==> src/rtl/pong_pkg.sv <==
// Shared Pong geometry defaults and paddle-motion helpers.
// The renderer and the processor wrapper use the same constants.
package pong_pkg;

  localparam int DEF_SCREEN_H = 480;
  localparam int DEF_PADDLE_H = 80;
  localparam int DEF_PADDLE_W = 10;
  localparam int DEF_P1_X     = 20;
  localparam int DEF_P2_X     = 610;
  localparam int DEF_SPEED    = 4;

  // Bus widths of the bound outputs.
  localparam int X_W = 10;
  localparam int Y_W = 9;

  typedef enum logic [1:0] {
    MOVE_HOLD,
    MOVE_UP,
    MOVE_DOWN
  } move_e;

  // Pressing both buttons cancels out, the same as pressing neither.
  function automatic move_e decode_move(input logic up, input logic down);
    if (up && !down) begin
      return MOVE_UP;
    end else if (down && !up) begin
      return MOVE_DOWN;
    end
    return MOVE_HOLD;
  endfunction

endpackage

==> src/rtl/debouncer.sv <==
// Two-flop synchronizer followed by a stable-window debouncer for a single
// raw push-button. The debounced output flips only after the synchronized
// level has disagreed with it for DEBOUNCE_CYCLES consecutive cycles.
module debouncer
  import pong_pkg::*;
#(
  parameter int DEBOUNCE_CYCLES = 250000
) (
  input  logic clock,
  input  logic reset,
  input  logic btn_i,
  output logic btn_o
);

  localparam int CNT_W = $clog2(DEBOUNCE_CYCLES + 1);
  localparam logic [CNT_W-1:0] CNT_LAST = CNT_W'(DEBOUNCE_CYCLES - 1);

  logic             sync1_q, sync2_q;
  logic             db_q, db_d;
  logic [CNT_W-1:0] cnt_q, cnt_d;

  // Count consecutive disagreeing cycles; any agreeing cycle restarts the window.
  always_comb begin
    // NOTE: every output gets a default first, so no path leaves it unassigned and no latch is inferred.
    cnt_d = '0;
    db_d  = db_q;
    if (sync2_q != db_q) begin
      if (cnt_q == CNT_LAST) begin
        db_d = sync2_q;
      end else begin
        cnt_d = cnt_q + CNT_W'(1);
      end
    end
  end

  // Synchronizer chain, window counter and debounced level.
  always_ff @(posedge clock) begin
    // NOTE: reset is synchronous: it is tested inside the clocked block and is not in the sensitivity list.
    if (!reset) begin
      sync1_q <= 1'b0;
      sync2_q <= 1'b0;
      cnt_q   <= '0;
      db_q    <= 1'b0;
    end else begin
      // NOTE: non-blocking so each flop takes its neighbour's pre-edge value; blocking would collapse the synchronizer into one stage.
      sync1_q <= btn_i;
      sync2_q <= sync1_q;
      cnt_q   <= cnt_d;
      db_q    <= db_d;
    end
  end

  assign btn_o = db_q;

endmodule

==> src/rtl/paddle_ctrl.sv <==
// Two-player paddle controller: debounces four buttons, turns the VGA
// frame-end level into a one-cycle frame tick, and moves each paddle by
// SPEED pixels per tick, clamped to the screen.
module paddle_ctrl
  import pong_pkg::*;
#(
  parameter int SCREEN_H        = DEF_SCREEN_H,
  parameter int PADDLE_H        = DEF_PADDLE_H,
  parameter int PADDLE_W        = DEF_PADDLE_W,
  parameter int P1_X            = DEF_P1_X,
  parameter int P2_X            = DEF_P2_X,
  parameter int SPEED           = DEF_SPEED,
  parameter int DEBOUNCE_CYCLES = 250000
) (
  input  logic           clock,
  input  logic           reset,
  input  logic           screenEnd,
  input  logic           p1_up,
  input  logic           p1_down,
  input  logic           p2_up,
  input  logic           p2_down,
  input  logic           freeze,
  output logic           posEdgeScreenEnd,
  output logic [X_W-1:0] p1_leftBound,
  output logic [X_W-1:0] p1_rightBound,
  output logic [X_W-1:0] p2_leftBound,
  output logic [X_W-1:0] p2_rightBound,
  output logic [Y_W-1:0] p1_topBound,
  output logic [Y_W-1:0] p1_bottomBound,
  output logic [Y_W-1:0] p2_topBound,
  output logic [Y_W-1:0] p2_bottomBound
);

  // Two spare bits of headroom so top +/- SPEED never wraps before clamping.
  localparam int WIDE_W = Y_W + 2;
  localparam logic [WIDE_W-1:0] TOP_MAX_W  = WIDE_W'(SCREEN_H - PADDLE_H);
  localparam logic [WIDE_W-1:0] SPEED_W    = WIDE_W'(SPEED);
  localparam logic [Y_W-1:0]    TOP_RESET  = Y_W'((SCREEN_H - PADDLE_H) / 2);
  localparam logic [Y_W-1:0]    BOTTOM_OFS = Y_W'(PADDLE_H - 1);

  logic p1_up_db, p1_down_db, p2_up_db, p2_down_db;

  logic           se_prev_q;
  logic           pulse_q;
  logic [Y_W-1:0] p1_top_q, p1_top_d;
  logic [Y_W-1:0] p2_top_q, p2_top_d;

  debouncer #(.DEBOUNCE_CYCLES(DEBOUNCE_CYCLES)) u_db_p1_up (
    .clock(clock), .reset(reset), .btn_i(p1_up),   .btn_o(p1_up_db)
  );
  debouncer #(.DEBOUNCE_CYCLES(DEBOUNCE_CYCLES)) u_db_p1_down (
    .clock(clock), .reset(reset), .btn_i(p1_down), .btn_o(p1_down_db)
  );
  debouncer #(.DEBOUNCE_CYCLES(DEBOUNCE_CYCLES)) u_db_p2_up (
    .clock(clock), .reset(reset), .btn_i(p2_up),   .btn_o(p2_up_db)
  );
  debouncer #(.DEBOUNCE_CYCLES(DEBOUNCE_CYCLES)) u_db_p2_down (
    .clock(clock), .reset(reset), .btn_i(p2_down), .btn_o(p2_down_db)
  );

  // One clamped step of a paddle top in the requested direction.
  function automatic logic [Y_W-1:0] step_top(input logic [Y_W-1:0] top, input move_e mv);
    logic [WIDE_W-1:0] wide;
    wide = WIDE_W'(top);
    case (mv)
      MOVE_UP:   wide = (wide >= SPEED_W) ? wide - SPEED_W : '0;
      MOVE_DOWN: wide = (wide + SPEED_W > TOP_MAX_W) ? TOP_MAX_W : wide + SPEED_W;
      default:   wide = WIDE_W'(top);
    endcase
    return Y_W'(wide);
  endfunction

  // Frame-tick edge detector; the previous sample resets high so a
  // screenEnd already high at reset release does not count as a rise.
  always_ff @(posedge clock) begin
    if (!reset) begin
      se_prev_q <= 1'b1;
      pulse_q   <= 1'b0;
    end else begin
      se_prev_q <= screenEnd;
      pulse_q   <= screenEnd & ~se_prev_q;
    end
  end

  // Next paddle tops: move only on a frame tick while the game is live.
  always_comb begin
    p1_top_d = p1_top_q;
    p2_top_d = p2_top_q;
    if (pulse_q && !freeze) begin
      p1_top_d = step_top(p1_top_q, decode_move(p1_up_db, p1_down_db));
      p2_top_d = step_top(p2_top_q, decode_move(p2_up_db, p2_down_db));
    end
  end

  // Paddle top registers, centred on reset.
  always_ff @(posedge clock) begin
    if (!reset) begin
      p1_top_q <= TOP_RESET;
      p2_top_q <= TOP_RESET;
    end else begin
      p1_top_q <= p1_top_d;
      p2_top_q <= p2_top_d;
    end
  end

  assign posEdgeScreenEnd = pulse_q;

  assign p1_topBound    = p1_top_q;
  assign p2_topBound    = p2_top_q;
  assign p1_bottomBound = p1_top_q + BOTTOM_OFS;
  assign p2_bottomBound = p2_top_q + BOTTOM_OFS;

  assign p1_leftBound  = X_W'(P1_X);
  assign p1_rightBound = X_W'(P1_X + PADDLE_W - 1);
  assign p2_leftBound  = X_W'(P2_X);
  assign p2_rightBound = X_W'(P2_X + PADDLE_W - 1);

endmodule

==> config.mk <==
export PLATFORM = sky130hd
export DESIGN_NAME = paddle_ctrl
export DESIGN_NICKNAME = d
export VERILOG_FILES = /design/src/rtl/pong_pkg.sv /design/src/rtl/debouncer.sv /design/src/rtl/paddle_ctrl.sv
export SDC_FILE = /design/constraint.sdc
export NUM_CORES = 1
export LEC_CHECK = 0
export ABC_AREA = 1
export CAP_MARGIN = 10
export CELL_PAD_IN_SITES_DETAIL_PLACEMENT = 1
export CELL_PAD_IN_SITES_GLOBAL_PLACEMENT = 1
export CORE_UTILIZATION = 40
export CTS_CLUSTER_DIAMETER = 120
export DETAILED_ROUTE_END_ITERATION = 6
export PLACE_DENSITY = 0.84
export SLEW_MARGIN = 15
export SYNTH_ARGS = -nofsm -noshare
export SYNTH_HDL_FRONTEND = slang
export SYNTH_SLANG_ARGS = --single-unit
==> constraint.sdc <==
create_clock -name clock -period 2.31 [get_ports clock]
set_clock_uncertainty 0.2 [all_clocks]
set_input_delay 0.231 -clock clock [delete_from_list [all_inputs] [get_ports clock]]
set_output_delay 0.231 -clock clock [all_outputs]
set_load 0.01 [all_outputs]
==> results of run 1 <==
flip-flops by register name, indices dropped and copies added, names as in the netlist, 7 cells and up:
name,count
u_db_p1_down.cnt_q,18
p2_topBound,7
u_db_p1_up.cnt_q,18
u_db_p2_down.cnt_q,18
p1_topBound,7
u_db_p2_up.cnt_q,18
report_power, final:
group / switching [mW] / internal, mW
combinational: 0.0661 / 0.0211
clock: 0.694 / 0.848
sequential: 0.00521 / 1.73
total: 0.765 / 2.60
metrics by stage:
step	cells	instance area (um^2)	hold slack [ns]	util (%)	setup WS (ns)
floorplan	872	6070	0.128	-	0.420
global placement	1049	6340	0.184	43.8	0.160
detailed placement	1049	6340	0.185	43.8	0.132
CTS	1065	6630	0.186	45.8	0.0140
global route	1065	6650	0.211	45.9	0.00903
finish	1065	6650	0.193	45.9	0.0792
Yosys cell counts, types with 2 or more instances:
library cell	number
nand2_1	155
dfxtp_1	100
nor2_1	94
inv_1	89
a21oi_1	62
buf_4	51
nand3_1	45
nor3_1	32
xor2_1	29
o21ai_0	24
nand4_1	19
ha_1	16
nand2_2	13
nor2_2	11
inv_2	9
nand3_2	8
or2_2	6
nand3b_1	5
nor3_4	5
nor4_1	5
o21ai_1	5
buf_6	4
nor3_2	4
nor4_2	4
and3_1	3
nor2_4	3
or2_0	3
and2_1	2
buf_2	2
clkbuf_1	2
conb_1	2
nor3b_1	2
cells by family after synthesis:
kind of cell	after synthesis	share of synthesized area, %
fa+ha+maj	16	3.39
buf+inv	160	14.1
simple gates	424	35.9
xor+xnor	29	4.30
other cells	2	0.127
compound gates	95	8.23
flops	100	33.9
final timing paths:
check | end | cells after the start
setup reg to reg | u_db_p1_up.cnt_q[10] | 8
setup / recovery | p2_bottomBound[4] | 6
hold / removal | posEdgeScreenEnd | 1
hold reg to reg | posEdgeScreenEnd | 1
metal layers:
| metal | wire, um | vias up | part of all wire [%] | GRT usage (%) |
|---|---|---|---|---|
| li1 | - | 2669 | - | - |
| met1 | 6490 | 2460 | 46 | 23.3 |
| met2 | 7100 | 71 | 50 | 36.3 |
| met3 | 455 | 22 | 3.2 | 4.38 |
| met4 | 215 | 0 | 1.5 | 6.10 |
| met5 | 0 | - | 0 | 0 |
cell type report:
cell class | count | area share (%)
Clock inverter | 5 | 0.903
Inverter | 99 | 5.59
Sequential cell | 100 | 30.1
Timing Repair Buffer | 54 | 7.51
Tap cell | 184 | 3.46
Clock buffer | 11 | 3.50
Multi-Input combinational cell | 612 | 48.9
==> flow_summary.ini, run 1 <==
[layout]
drive_gt1_share_pct = 11.9
layout_common_cells = nand2_1 (155), dfxtp_1 (100), nor2_1 (92)
syn2layout_area_growth_pct = 12.7
multi_input_area_um2 = 3250
layout.nets = 900
final_common_cell = nand2_1
antennaDiodeCount = 0
nFillCells = 1904
ff_latch_area_um2 = 2000

[floorplanning]
die_h_um = 123
start_util_pct = 40.8
num_io_pins = 85
std_cell_rows = 44
die_w_um = 123
fp.dieArea_um2 = 15200
core_um2 = 14500

[pwr]
p_per_area_nw_per_um2 = 506
ir_drop_uv = 392
power_leakage_nw = 2.63
total_power_mw = 3.37

[sta]
finalMaxSlewViolations = 0
period_share_pct = 96.6
tns_ns = 0
fmax_mhz = 448
setup_viol = 0
rsz0062_at_grt = no
finalHoldViolations = 0
fin_crit_ns = 2.23
worst_pin_slew_ns = 0.494
relSlewSlack_pct = 66.8

[synthesis]
synth_edf_count = 0
synth_cell_types = 44
syn-instance-count = 826
ys_warn_count = 0
ys_seq_area_share_pct = 33.9
async_flop_share_pct = 0
dominantRegCellSynth = dfxtp_1
synth.top_cell.area_share_pct = 33.9
synthTopCellsByArea = dfxtp_1 (34%), nand2_1 (9.9%), buf_4 (6.5%), nor2_1 (6.0%), inv_1 (5.7%)
syn_area_per_cell_um2 = 7.14
synth_seq_cells = 100
syn_area_um2 = 5900
yosys.area.top_type = dfxtp_1

[global_routing]
grt_overflow = 0
grt_antenna_before_repair = 0
grt_first_pass_wirelength_um = 24200
grt_max_degree = 19
first_global_vias = 5220
grt_usage_pct = 20.0

[clock_tree]
clockBufferDepth = 2
clockRootBuffer = clkbuf_16
clk_pin_slew_worst_paths_ns = 0.07
clk_latency_ns = 0.35
postCtsSetupBuffers = 0
post_cts_resized = 6
cts_tree = done
cts_max_level = 3
cts.sinks = 100
numCtsBuffers = 9
hold_buffers = 0

[outcome]
status = finished, final reports clean

[placement]
dp_hpwl_um = 10700
port_buffers = 36
place.gp.congestion = 0.842

[critical_path]
worstSetupPathType = flop to primary output
critPathSlowestCell = clkdlybuf4s50_1
setup.worst_path.start_class = flop
critical_path.max_stage_delay_ns = 0.47
crit_fanout = 4
cp.required_ns = 1.88
crit_family = buffers and inverters
r2r_start = u_db_p1_up.cnt_q[0]
path_buf_inv = 3
arrival_ns = 1.80
r2r_setup_slack_ns = 0.28
cp_cell_sequence = inv_1 > ha_1 > buf_4 > nor2_1 > nor2_1 > clkdlybuf4s50_1
crit_top_cell = nor2_1
cp-startpoint = p2_topBound[3]
end_kind = primary output

[job]
cap_violations = 0

[routing]
routed-via-count = 5222
wl_um = 14300
ant_nets = 0
first_pass_iters = 6
drt_iter0_markers = 162
routedWlPerCell_um = 13.4
viasPerCell = 4.90
drc = 0

[min_path]
holdCritPathClass = flop to flop
min_from = se_prev_q
Power figures use the tool's default switching activity.
==> run 2: changes to the inputs <==
--- a/config.mk
+++ b/config.mk
@@ -9,10 +9,10 @@
 export CAP_MARGIN = 10
 export CELL_PAD_IN_SITES_DETAIL_PLACEMENT = 1
 export CELL_PAD_IN_SITES_GLOBAL_PLACEMENT = 1
-export CORE_UTILIZATION = 40
+export CORE_UTILIZATION = 43
 export CTS_CLUSTER_DIAMETER = 120
 export DETAILED_ROUTE_END_ITERATION = 6
-export PLACE_DENSITY = 0.84
+export PLACE_DENSITY = 0.95
 export SLEW_MARGIN = 15
 export SYNTH_ARGS = -nofsm -noshare
 export SYNTH_HDL_FRONTEND = slang
==> constraint.sdc (replaced) <==
create_clock -name clock -period 2.85 [get_ports clock]
set_clock_uncertainty 0.2 [all_clocks]
set_input_delay 0.285 -clock clock [delete_from_list [all_inputs] [get_ports clock]]
set_output_delay 0.285 -clock clock [all_outputs]
set_load 0.01 [all_outputs]
==> run 2 against run 1 <==
  * Register-to-register slack improved by 0.41 ns
  * First-iteration DRC count up 14%
  * Worst setup slack gained 0.12 ns
  * Combinational power shrank 19%
  * Clock-buffer cell count stayed put
  * Final cell count shrank 2.0%
  * Final area decreased by 2.0%
==> flow_summary.ini, run 2 (same netlist as run 1, synthesis figures left out) <==
[routing]
viasPerCell = 5.10
routed-via-count = 5327
wl_um = 14900
drc = 0
first_pass_iters = 4
drt_iter0_markers = 185
routedWlPerCell_um = 14.3
ant_nets = 0

[layout]
drive_gt1_share_pct = 10.6
instances_no_fill = 1044
final_common_cell = nand2_1
layout_common_cells = nand2_1 (155), dfxtp_1 (97), nor2_1 (94)
nFillCells = 1731
syn2layout_area_growth_pct = 10.4
layout.nets = 890
antennaDiodeCount = 0

[critical_path]
end_kind = primary output
arrival_ns = 2.17
worstSetupPathType = flop to primary output
cp.required_ns = 2.37
setup.worst_path.start_class = flop
r2r_start = u_db_p1_up.cnt_q[0]
rr_worst_depth = 8
reg2reg_to = u_db_p1_up.cnt_q[14]
crit_fanout = 10
r2r_setup_slack_ns = 0.69

[floorplanning]
num_io_pins = 85
die_h_um = 119
fp.dieArea_um2 = 14200
die_w_um = 119
start_util_pct = 44.4
core_um2 = 13300
std_cell_rows = 42

[clock_tree]
hold_buffers = 0
clk_latency_ns = 0.35
cts.sinks = 100
clockRootBuffer = clkbuf_16
cts_max_level = 3
cts_tree = done
clockBufferDepth = 2
numCtsBuffers = 9
clk_pin_slew_worst_paths_ns = 0.06

[min_path]
min_from = se_prev_q
holdPathStages = 1
hold_end = posEdgeScreenEnd
holdCritPathClass = flop to flop

[sta]
finalMaxSlewViolations = 0
rsz0062_at_grt = no
worst_pin_slew_ns = 0.572
period_share_pct = 93.1
relSlewSlack_pct = 61.5
tns_ns = 0
setup_viol = 0
fin_crit_ns = 2.65
finalHoldViolations = 0
setup_ws_ns = 0.197
fmax_mhz = 377

[placement]
place_inst = 1031
place.gp.congestion = 0.868
dp_hpwl_um = 11200
pre_cts_ws_ns = 0.370
port_buffers = 36

[global_routing]
grt_max_degree = 19
grt_first_pass_wirelength_um = 24900
grt_usage_pct = 21.5
grt_antenna_before_repair = 0
first_global_vias = 5424
grt_overflow = 0

[job]
cap_violations = 0

[pwr]
ir_drop_uv = 271
power_leakage_nw = 2.52
p_per_area_nw_per_um2 = 397

[outcome]
status = finished, final reports clean
==> run 2: changes by cell type in the layout (fill, tap and decap cells not counted), moves of 3 or more <==
cell	before	now
buf_4	17	8
clkdlybuf4s50_1	30	36
dfxtp_1	100	97
dlymetal6s2s_1	3	0
o21ai_0	21	24
o21ai_1	8	5
==> run 2: worst max path at each step <==
stage                   start                 to  slack, ns  cells after the start
2_1_floorplan  p2_topBound[2]  p2_bottomBound[8]       0.91                      6
3_3_place_gp   p2_topBound[2]  p2_bottomBound[8]       0.49                      7
3_5_place_dp   p2_topBound[2]  p2_bottomBound[8]       0.37                      7
4_1_cts        p2_topBound[3]  p2_bottomBound[8]        0.1                      7
5_1_grt        p2_topBound[2]  p2_bottomBound[8]       0.04                      7
6_report       p2_topBound[2]  p2_bottomBound[8]       0.20                      7
==> run 2: through the flow <==
stage	util, %	instance area, um^2	power (mW)	hold slack [ns]
global route	49.0	6520	2.69	0.228
finish	49.0	6520	2.59	0.204
floorplan	-	6070	1.54	0.175
detailed placement	47.0	6250	1.51	0.202
global placement	47.0	6250	1.51	0.183
CTS	49.0	6510	2.63	0.211
==> run 2: what timing repair did <==
| item | 4_1_cts | 5_1_grt |
|---|---|---|
| setup buffers | 0 | 0 |
| endpoints found under the setup margin | 1 | 2 |
| resized for setup | 1 | 3 |
==> run 2: critical path, stage by stage (launching register included) <==
cell             delay [ns]
dfxtp_4                0.40
inv_1                  0.09
ha_1                   0.27
inv_1                  0.11
nand2_1                0.09
a21oi_1                0.16
xor2_1                 0.15
clkdlybuf4s50_1        0.55
==> run 2: cell type report <==
class	instances	area, um^2	area share [%]
flip-flops and latches	100	2010	30.8
well taps	176	220	3.38
multi-input cells	612	3240	49.7
clock inverters	2	13.8	0.211
inverters	99	372	5.70
clock buffers	11	243	3.73
repair buffers	44	420	6.45
==> run 2: metal layers <==
| metal | GRT usage [%] | wire [um] | vias up |
|---|---|---|---|
| li1 | - | - | 2646 |
| met5 | 0 | 0 | - |
| met3 | 5.22 | 597 | 32 |
| met4 | 8.78 | 312 | 0 |
| met2 | 38.9 | 7730 | 99 |
| met1 | 24.0 | 6250 | 2550 |
==> run 2: where the power goes <==
| part | total (mW) | leakage [nW] | switching [mW] | internal, mW |
|---|---|---|---|---|
| sequential | 1.41 | 0.808 | 0.00486 | 1.40 |
| clock | 1.11 | 0.127 | 0.507 | 0.602 |
| combinational | 0.0710 | 1.59 | 0.0549 | 0.0161 |
==> patch 1 (flow settings as in run 2) <==
The package constant `X_W` goes from 10 to 11.
--- a/src/rtl/pong_pkg.sv
+++ b/src/rtl/pong_pkg.sv
@@ -12,3 +12,3 @@
   // Bus widths of the bound outputs.
-  localparam int X_W = 10;
+  localparam int X_W = 11;
   localparam int Y_W = 9;
Ports: changed (resized p1_leftBound, p1_rightBound, p2_leftBound and p2_rightBound); port bits go from 85 to 89. No check against the original RTL was run, so the function may have changed too.
==> patch 1 against run 2 <==
- worst setup slack worse by 0.022 ns
- sequential share of layout area is 0.24 points lower
- sequential cell count stayed put
- clock power is 19% higher
- routed wire length is 0.90% higher
- cell area is 0.60% higher
- cell count is 0.19% higher
- hold slack worse by 0.0038 ns
- die area is 0.50% higher
- synthesized area is 0.51% higher
- power is 8.3% higher
- global-route usage is 0.26 points higher
- critical path type unchanged
==> patch 1: results (changes against run 2) <==
[route]
wire_per_inst_um = 14.4  ; +0.71%
drt_iter0_drc = 168  ; -9.2%
met3WireLength_um = 462  ; -23%
routed_wl_mm = 15.0  ; +0.90%
viasPerCell = 5.07  ; -0.57%
wl_met2_mm = 7.88  ; +1.9%
met1Wirelength_mm = 6.41  ; +2.5%

[global_route]
grt_pass1_vias = 5487  ; +1.2%
grtUsageMet3_pct = 4.74  ; -0.48 points
gr-usage-met1_pct = 24.1  ; +0.078 points
grt_pass1_wl_mm = 25.3  ; +1.6%
grtUsageMet2_pct = 40.8  ; +1.9 points

[synth]
avgSynthCellArea_um2 = 7.15  ; about the same
ys_top_cells_by_count = 155 x nand2_1, 100 x dfxtp_1, 94 x nor2_1
yosys-top-cells-area = dfxtp_1 34%, nand2_1 9.8%, buf_4 7.0%
ys_seq_area_share_pct = 33.8  ; -0.17 points

[finish]
fillers = 1776  ; +2.6%

[critical_path]
r2r_end = u_db_p1_up.cnt_q[10]$_SDFF_PP0_
cp-startpoint = p1_topBound[3]$_SDFFE_PN1P_
ff2ff_setup_slack_ns = 0.74  ; +0.05 ns
worstSetupEndpoint = p1_bottomBound[8]

[clock_network]
cts_resized = 0  ; -1

[outcome]
outcome = finished, final reports clean

[place]
dp_hpwl_mm = 10.9  ; -2.7%
placed_area_um2 = 6240  ; -0.24%
pre_cts_ws_ns = 0.426  ; +0.0566 ns
place_congestion = 0.855  ; -1.5%

[sta]
hold_slack_ns = 0.200  ; -0.00382 ns
finalWorstSetupSlack_ns = 0.175  ; -0.0220 ns

[pwr]
p_leak_nw = 2.54  ; +0.47%

[worst_hold_path]
hp-class = flop to flop

## patch 1: changes by cell type after synthesis, sizes merged
cell / change
buf: +4
## patch 1: cells by family (layout without fill, tap and decap cells)
logic type      count (synthesis)  in the layout  share of synthesized area [%]
simple gates                  424            424                           35.7
buf+inv                       164            154                           14.6
flops                         100            100                           33.8
compound gates                 95             95                           8.19
xor+xnor                       29             29                           4.28
fa+ha+maj                      16             16                           3.38
other cells                     2             52                          0.127
## patch 1: where the power goes
group | internal [mW] | switching [mW]
sequential | 1.40 | 0.00474
clock | 0.766 | 0.555
combinational | 0.0161 | 0.0567
## patch 1: area by class of cell
cell class | instances | area, um^2 | area share [%]
clock buffers | 9 | 225 | 3.44
flip-flops and latches | 100 | 2000 | 30.6
repair buffers | 40 | 390 | 5.96
clock inverters | 6 | 88.8 | 1.36
well taps | 176 | 220 | 3.36
inverters | 99 | 372 | 5.67
multi-input cells | 616 | 3250 | 49.6
==> patch 2 (flow settings as in run 2) <==
Without the edit above. Reset style: asynchronous (`reset`), changed in 3 clocked blocks.
--- a/src/rtl/debouncer.sv
+++ b/src/rtl/debouncer.sv
@@ -36,3 +36,3 @@
   // Synchronizer chain, window counter and debounced level.
-  always_ff @(posedge clock) begin
+  always_ff @(posedge clock or negedge reset) begin
     // NOTE: reset is synchronous: it is tested inside the clocked block and is not in the sensitivity list.
--- a/src/rtl/paddle_ctrl.sv
+++ b/src/rtl/paddle_ctrl.sv
@@ -74,3 +74,3 @@
   // screenEnd already high at reset release does not count as a rise.
-  always_ff @(posedge clock) begin
+  always_ff @(posedge clock or negedge reset) begin
     if (!reset) begin
@@ -95,3 +95,3 @@
   // Paddle top registers, centred on reset.
-  always_ff @(posedge clock) begin
+  always_ff @(posedge clock or negedge reset) begin
     if (!reset) begin
Function: differs if reset is asserted again (counterexample within 4 cycles, from zero or initial values and one cycle with reset low); with reset held inactive, the same outputs for 10 cycles.
==> patch 2 against run 2 <==
- synthesized area up 7.8%
- critical path type unchanged
- sequential share of layout area rose by 4.7 points
- routed wire length up 8.1%
- worst setup slack got worse by 0.039 ns
- cell area grew 8.5%
- register-to-register slack got worse by 0.04 ns
- count of clock-buffer cells in the layout shrank 1
- global-route usage rose by 1.2 points
- sequential cell count unchanged
- highest routed layer unchanged
- via count increased by 4.9%
Power is not compared: it rests on default switching activity, and its combinational part moved more than twofold at a synthesized area within 25%.
==> patch 2: results (changes against run 2) <==
[critical_path]
crit_fanout = 7  ; -3
cp_slowest_cell = dfstp_2
r2r_end = p1_topBound[2]$_DFFE_PN0P_
ff2ff_path_depth = 13  ; +5
cp-start-kind = flop
cp.arrival_ns = 2.21  ; +0.04 ns
worstSetupEndpoint = p1_bottomBound[6]
ff2ff_setup_slack_ns = 0.65  ; -0.04 ns
timing.rr.start = p1_topBound[3]$_DFFE_PN1P_
slowest_delay_ns = 0.57  ; +0.02 ns

[synth]
synth_compound_area_share_pct = 7.16  ; -1.1 points
async_reset_ff_share_pct = 100  ; +100 points
yosys-top-cells-area = dfrtp_1 37%, nand2_1 9.7%, inv_1 7.3%
ys_seq_area_share_pct = 39.5  ; +5.5 points
yosysUniqueCellTypes = 40  ; -9.1%
ys_warn_count = 0  ; unchanged
synth_xor_area_share_pct = 4.96  ; +0.65 points
synth_fa_ha_area_share_pct = 3.15  ; -0.25 points
avgSynthCellArea_um2 = 7.47  ; +4.6%
ys_top_cells_by_count = 164 x nand2_1, 123 x inv_1, 113 x nor2_1
synthesis.area_um2 = 6360  ; +7.8%

[place]
pre_cts_ws_ns = 0.285  ; -0.0847 ns
placed_area_um2 = 6750  ; +7.9%
place_congestion = 0.887  ; +2.2%
numPortBuffers = 36  ; unchanged
dp_hpwl_mm = 12.1  ; +7.4%

[clock_network]
cts_buffer_depth = 2  ; unchanged
insertion_delay_ns = 0.36
cts_made_buffers = 9  ; unchanged
path_clk_slew_ns = 0.07
cts-htree-levels = 3  ; unchanged
cts-root-buf = clkbuf_16

[finish]
antenna_cells = 0  ; unchanged
nNetsFinal = 918  ; +3.1%
layout-drive-gt1-share_pct = 7.24  ; -3.4 points
stdcell_count = 1082  ; +3.6%
fillers = 1830  ; +5.7%

[global_route]
track_usage_pct = 22.8  ; +1.2 points
grt_max_degree = 101  ; +82
grt_pass1_wl_mm = 27.3  ; +9.6%
grt_pass1_vias = 5712  ; +5.3%
gr-total-overflow = 0  ; unchanged

[sta]
hold_viol = 0  ; unchanged
hold_slack_ns = 0.155  ; -0.0489 ns
fmax_mhz = 371  ; -1.5%
max_slew_margin_pct = 62.9  ; +1.3 points

[pwr]
internal_power_mw = 2.18
powerComb_uw = 148
pg_clk_mw = 1.24
peakVddDrop_mv = 0.258
power_per_cell_area_nw_per_um2 = 404

[route]
vias = 5587  ; +4.9%
drt_iter0_drc = 226  ; +22%
wire_per_inst_um = 14.9  ; +4.3%
ant_nets = 0  ; unchanged

[worst_hold_path]
hp-class = flop to flop
min_path_cells = 0  ; -1
hold_end = u_db_p2_down.sync2_q$_DFF_PN0_
hp-start = u_db_p2_down.sync1_q$_DFF_PN0_

[outcome]
outcome = finished, final reports clean

## patch 2: changes by cell type in the layout (fill, tap and decap cells not counted), moves of 17 or more
cell and delta:
inv_1 +33, dfxtp_1 -97, dfrtp_1 +92, nor2_1 +18
nand3_1 +17, a21oi_1 -30
## patch 2: repair_timing
action / in CTS / in global routing
setup buffers: 0 / 1
endpoints found under the hold margin: 93 / 0
resized for setup: 3 / 5
hold buffers: 1 / 0
pin swaps: 0 / 0
setup endpoints to repair: 2 / 3
## patch 2: area by class of cell
type / instances / area, um^2 / share of cell area (%)
inverter: 127 / 477 / 6.74
tap: 184 / 230 / 3.26
timing repair buffer: 40 / 407 / 5.75
sequential: 100 / 2510 / 35.5
clock buffer: 10 / 239 / 3.38
clock inverter: 5 / 52.6 / 0.743
multi-input combinational: 616 / 3150 / 44.6
## patch 2: metal layers
metal  up-vias  wire length [um]  GRT usage, %
met2       108              8310          39.8
li1       2684                 -             -
met3        25               520          3.71
met1      2770              6940          28.1
met5         -                 0             0
met4         0               329          8.36
